==> src/rtl/bshift_pkg.sv <==
// Shared definitions for the pipelined barrel shifter: op encoding and op type.
package bshift_pkg;

  typedef logic [1:0] op_t;

  localparam op_t OP_LSR = 2'b00;
  localparam op_t OP_LSL = 2'b01;
  localparam op_t OP_ASR = 2'b10;
  localparam op_t OP_ROR = 2'b11;

endpackage

==> src/rtl/bshift_stage.sv <==
// One shift-and-register slice of the barrel shifter.
// Stage IDX conditionally shifts by 2**IDX (selected by shamt bit IDX) and
// registers data, op, shamt, valid and a zero flag of the registered data.
// Rotate support is compiled in only when BSHIFT_ROTATE_EN is defined;
// otherwise op 11 falls through to the logical-right path.
module bshift_stage
  import bshift_pkg::*;
#(
  parameter int WIDTH = 8,
  parameter int IDX   = 0,
  localparam int SW   = $clog2(WIDTH)
) (
  input  logic             clk,
  input  logic             rst,
  input  logic             en,
  input  logic             prev_vld,
  input  logic [WIDTH-1:0] prev_data,
  input  logic [1:0]       prev_op,
  input  logic [SW-1:0]    prev_shamt,
  output logic             vld,
  output logic [WIDTH-1:0] data,
  output logic [1:0]       op,
  output logic [SW-1:0]    shamt,
  output logic             zero
);

  localparam int AMT = 1 << IDX;

  function automatic logic [WIDTH-1:0] shift_step(input logic [WIDTH-1:0] d,
                                                  input op_t o);
    logic signed [WIDTH-1:0] sd;
    logic        [WIDTH-1:0] r;
    sd = d;
    case (o)
      OP_LSL:  r = d << AMT;
      OP_ASR:  r = sd >>> AMT;
`ifdef BSHIFT_ROTATE_EN
      OP_ROR:  r = (d >> AMT) | (d << (WIDTH - AMT));
`endif
      default: r = d >> AMT;
    endcase
    return r;
  endfunction

  logic [WIDTH-1:0] nxt;

  assign nxt = prev_shamt[IDX] ? shift_step(prev_data, prev_op) : prev_data;

  // Stage register: advances as a unit with the whole pipe, holds when stalled.
  always_ff @(posedge clk or posedge rst) begin
    if (rst) begin
      vld   <= 1'b0;
      data  <= '0;
      op    <= OP_LSR;
      shamt <= '0;
      zero  <= 1'b0;
    end else if (en) begin
      vld   <= prev_vld;
      data  <= nxt;
      op    <= prev_op;
      shamt <= prev_shamt;
      zero  <= (nxt == '0);
    end
  end

endmodule

==> src/rtl/pipe_barrel_shifter.sv <==
// Pipelined barrel shifter: SW = log2(WIDTH) cascaded stages, one per shift
// bit, with valid/ready handshake and a single global advance enable.
// Ops: LSR, LSL, ASR, ROR (ROR only when BSHIFT_ROTATE_EN is defined,
// otherwise op 11 behaves as LSR).
module pipe_barrel_shifter
  import bshift_pkg::*;
#(
  parameter int WIDTH = 8,
  localparam int SW   = $clog2(WIDTH)
) (
  input  logic             clk,
  input  logic             rst,
  input  logic             in_valid,
  output logic             in_ready,
  input  logic [WIDTH-1:0] in_data,
  input  logic [SW-1:0]    in_shamt,
  input  logic [1:0]       in_op,
  output logic             out_valid,
  input  logic             out_ready,
  output logic [WIDTH-1:0] out_data,
  output logic             out_zero
);

  if (WIDTH < 4 || WIDTH > 64 || (WIDTH & (WIDTH - 1)) != 0) begin : g_bad_width
    $error("pipe_barrel_shifter: WIDTH must be a power of two from 4 to 64");
  end

  logic             adv;
  logic             vld_p   [SW+1];
  logic [WIDTH-1:0] data_p  [SW+1];
  logic [1:0]       op_p    [SW+1];
  logic [SW-1:0]    shamt_p [SW+1];
  logic [SW-1:0]    zero_v;
  logic             unused_bits;

  // The whole pipe moves together whenever the output slot is free or drained.
  assign adv      = !out_valid || out_ready;
  assign in_ready = adv;

  assign vld_p[0]   = in_valid;
  assign data_p[0]  = in_data;
  assign op_p[0]    = in_op;
  assign shamt_p[0] = in_shamt;

  for (genvar k = 0; k < SW; k++) begin : g_stage
    bshift_stage #(
      .WIDTH (WIDTH),
      .IDX   (k)
    ) u_stage (
      .clk        (clk),
      .rst        (rst),
      .en         (adv),
      .prev_vld   (vld_p[k]),
      .prev_data  (data_p[k]),
      .prev_op    (op_p[k]),
      .prev_shamt (shamt_p[k]),
      .vld        (vld_p[k+1]),
      .data       (data_p[k+1]),
      .op         (op_p[k+1]),
      .shamt      (shamt_p[k+1]),
      .zero       (zero_v[k])
    );
  end

  assign out_valid = vld_p[SW];
  assign out_data  = data_p[SW];
  assign out_zero  = zero_v[SW-1];

  // Intermediate zero flags and the final op/shamt copies have no consumer.
  assign unused_bits = ^{zero_v[SW-2:0], op_p[SW], shamt_p[SW]};

endmodule
==> config.mk <==
export PLATFORM = sky130hd
export DESIGN_NAME = pipe_barrel_shifter
export DESIGN_NICKNAME = d
export VERILOG_FILES = /design/src/rtl/bshift_pkg.sv /design/src/rtl/bshift_stage.sv /design/src/rtl/pipe_barrel_shifter.sv
export SDC_FILE = /design/constraint.sdc
export NUM_CORES = 1
export LEC_CHECK = 0
export ABC_AREA = 1
export BUFFER_PORTS_ARGS = -buffer_cell sky130_fd_sc_hd__buf_2
export CORE_MARGIN = 2
export CORE_UTILIZATION = 25
export CTS_CLUSTER_DIAMETER = 80
export CTS_CLUSTER_SIZE = 8
export DETAILED_ROUTE_END_ITERATION = 8
export PLACE_DENSITY = 0.45
export SYNTH_ARGS = -nofsm -noshare
export SYNTH_HDL_FRONTEND = slang
export SYNTH_SLANG_ARGS = --single-unit
==> constraint.sdc <==
create_clock -name clk -period 2.85 [get_ports clk]
set_input_delay 0.57 -clock clk [delete_from_list [all_inputs] [get_ports clk]]
set_output_delay 0.57 -clock clk [all_outputs]
set_load 0.1 [all_outputs]
==> impl_results.md <==
* Outcome: complete, no violations
* Slew @ Worst Pin at 0.580 ns
* Leak at 1.18 nW
* Iter 0 DRT Violations at 84
* Combinational share of power at 49.7%
* Tcrit/Tclk final at 68.6%
* Seq/Total Area, Yosys at 43.4%
* Clock Latency Late Sink at 0.29 ns
* Non-filler cells, final at 382
* GPL Wtd Cong at 0.808
* DR WL/cell at 11.3 microns
* Synth async-reset ratio at 100%
* DIE AREA at 0.00881 sq mm
* Routed wl met2 at 1.87 mm
* Setup Skew at 0.0130 ns
* # IOs at 28
* Yosys cell types at 25
* DRT met1 WL at 2.25 mm
* Post-CTS Setup Inserts at 0
* Clock buffer depth at 2
* Pwr Density at 1110 mW/mm^2
* Sink Count at 35
* Sw Ratio at 50.7%
* VDD IR max at 284 uV
* First-pass GRT wire length at 7.35 mm
* Max_cap viols at 0
* Max Slew Vio Count at 0
* Hold_buf cts at 0
* Hold Path Class: primary input to asynchronous set/reset pin
* Post-Synthesis Net Count at 283
* Area growth syn-to-layout at 13.5%
* Post-DP Area at 0.00218 sq mm
* Resize count post-CTS at 0
* Pin count of the biggest net entering global routing at 30
* CTS tree: done
* Clk slew on worst S/H paths at 0.08 ns
* Fin nets at 302
* Vias in the first global route at 1543
* Fin util at 29.5%
* Final setup viols at 0
* Core Area at 0.00777 sq mm
* Initial Utilization at 26.0%
* Core Rows at 32
* CTS Root Cell: clkbuf_8
* Syn avg cell area at 7.76 sq um
* Startpoint types: flip-flop
* Fin area at 0.00229 sq mm
* DRC Markers at 0
* Maximum fanout along the worst path at 19
* CTS buffer count at 5
* Sequential power share at 32.5%
* Fillers at 865
* Initial antenna violation count at 0
* Main area contributors after synthesis: dfrtp_1 (43%), nand2_1 (9.7%), inv_1 (7.3%)
* Vias at 1580
* Net Switching at 1.29 mW
* Routed WL at 4.31 mm
* Crit path largest cell delay at 0.47 ns
* Crit. End Element: output port
* Input/output buffers at 27
* Post-synth top area cell: dfrtp_1
* WL met3 at 153 microns
* Vias/cell at 4.14
* CP cell instances: nand2_4, buf_2
* Post-synth top area share at 43.4%
* Most frequent cells after synthesis: nand2_1 (52), inv_1 (39), dfrtp_1 (35), nor2_1 (21), o21ai_1 (21)
* Die height at 93.9 microns
* Crit path launch: g_stage[2].u_stage.vld
* Layout cells sized above 1 at 19.6%
* H-tree lvl count at 2
* ANT cells at 0
* Placed insts at 374
* Pre-CTS setup slack at 0.933 ns
* Most common cell in the synthesized netlist: nand2_1
* Total track usage at 10.5%
* EDFF count, synth at 0
* Register bit total from synthesis at 35
* Slowest-stage cell, CP: buf_2
* Setup TNS at 0 ns
* RSZ-0062 raised after global routing: no
* Worst r2r src: g_stage[0].u_stage.op[0]
* Setup WS post-layout at 0.895 ns
* Synth Instances at 260
* Dpl hpwl at 3.25 mm
* Critical path required time at 2.28 ns
* Clk pwr share at 17.8%
* Setup CP Type: flip-flop to output port
* Die Wd at 93.9 microns
* Top routing layer used: met4
* Max-slew headroom at 61.3%
* Worst Path Arrival at 1.39 ns
* Crit path time final at 1.96 ns
* Highest clock rate at 511 MHz
* YS warnings at 0
* Final Hold Vio Count at 0
* Internal power at 1.26 mW
* Total gr overflow at 0
* Top_reg_cell synth: dfrtp_1
* DRT antenna net count at 0
* Cell Area, Synth at 0.00202 sq mm
* 1st-pass router iterations at 4
==> power groups by stage <==
stage          sequential [mW]  clock, mW  combinational (mW)
2_1_floorplan            0.858          0                1.11
3_3_place_gp             0.834          0                1.28
3_5_place_dp             0.837          0                1.28
4_1_cts                  0.829      0.468                1.28
5_1_grt                  0.856      0.490                1.40
6_report                 0.828      0.453                1.27
==> cells in the final DEF, fill, tap and decap left out, types with 3 or more instances in the layout <==
master	count
nand4_1	3
o21ai_0	17
nand3_1	8
nand2_4	3
clkbuf_8	5
a21oi_1	10
dfrtp_1	35
inv_1	39
o22ai_1	8
a31oi_1	4
nand2_1	52
nor2_1	21
inv_2	5
buf_2	27
o21ai_1	21
ha_1	6
buf_4	3
==> worst max-delay path: cells and delay by family, from the launching register on <==
| kind | cells | cell delay [ns] |
|---|---|---|
| flops | 1 | 0.41 |
| buf+inv | 1 | 0.47 |
| simple gates | 1 | 0.21 |
==> stage by stage <==
stage,hold WS [ns],power [mW]
3_5_place_dp,0.436,2.12
5_1_grt,0.372,2.74
6_report,0.325,2.55
2_1_floorplan,0.420,1.97
4_1_cts,0.358,2.58
3_3_place_gp,0.434,2.11
==> state kept, by name (all words and copies together), names as in the netlist <==
register and flops:
g_stage.u_stage.data 24, g_stage.u_stage.zero 1, g_stage.u_stage.vld 3, g_stage.u_stage.op 4, g_stage.u_stage.shamt 3
==> layer usage <==
| metal | vias to the layer above | GRT usage [%] |
|---|---|---|
| met2 | 25 | 16.5 |
| met5 | - | 0 |
| met1 | 691 | 14.6 |
| li1 | 859 | - |
| met3 | 5 | 2.41 |
| met4 | 0 | 2.54 |
==> cell families (layout without fill, tap and decap cells) <==
logic type | Yosys count | in the layout | synth area share (%)
adders and majority gates | 6 | 6 | 3.72
and+or+nand+nor | 91 | 91 | 19.9
buffers and inverters | 63 | 83 | 15.0
DFF | 35 | 35 | 43.4
AOI/OAI and AO/OA | 65 | 65 | 18.0
==> path summary, 6_finish.rpt <==
kind,slack [ns],cells past startpoint,endpoint
worst max-delay path,0.89,2,in_ready
worst min-delay path,0.33,2,g_stage[1].u_stage.data[7]
worst max register to register,1.31,8,g_stage[1].u_stage.data[5]
worst min register to register,0.46,2,g_stage[2].u_stage.vld
max in group asynchronous,1.94,3,g_stage[1].u_stage.shamt[2]
min in group clk,0.46,2,g_stage[2].u_stage.vld
==> cell type report <==
| type | count | area (sq um) | area share, % |
|---|---|---|---|
| sequential | 35 | 876 | 38.3 |
| clock inverter | 3 | 43.8 | 1.91 |
| tap | 102 | 128 | 5.57 |
| inverter | 45 | 176 | 7.70 |
| clock buffer | 5 | 68.8 | 3.01 |
| multi-input combinational | 162 | 840 | 36.7 |
| timing repair buffer | 30 | 158 | 6.89 |
Note: power is estimated with default switching activity, not from simulation.
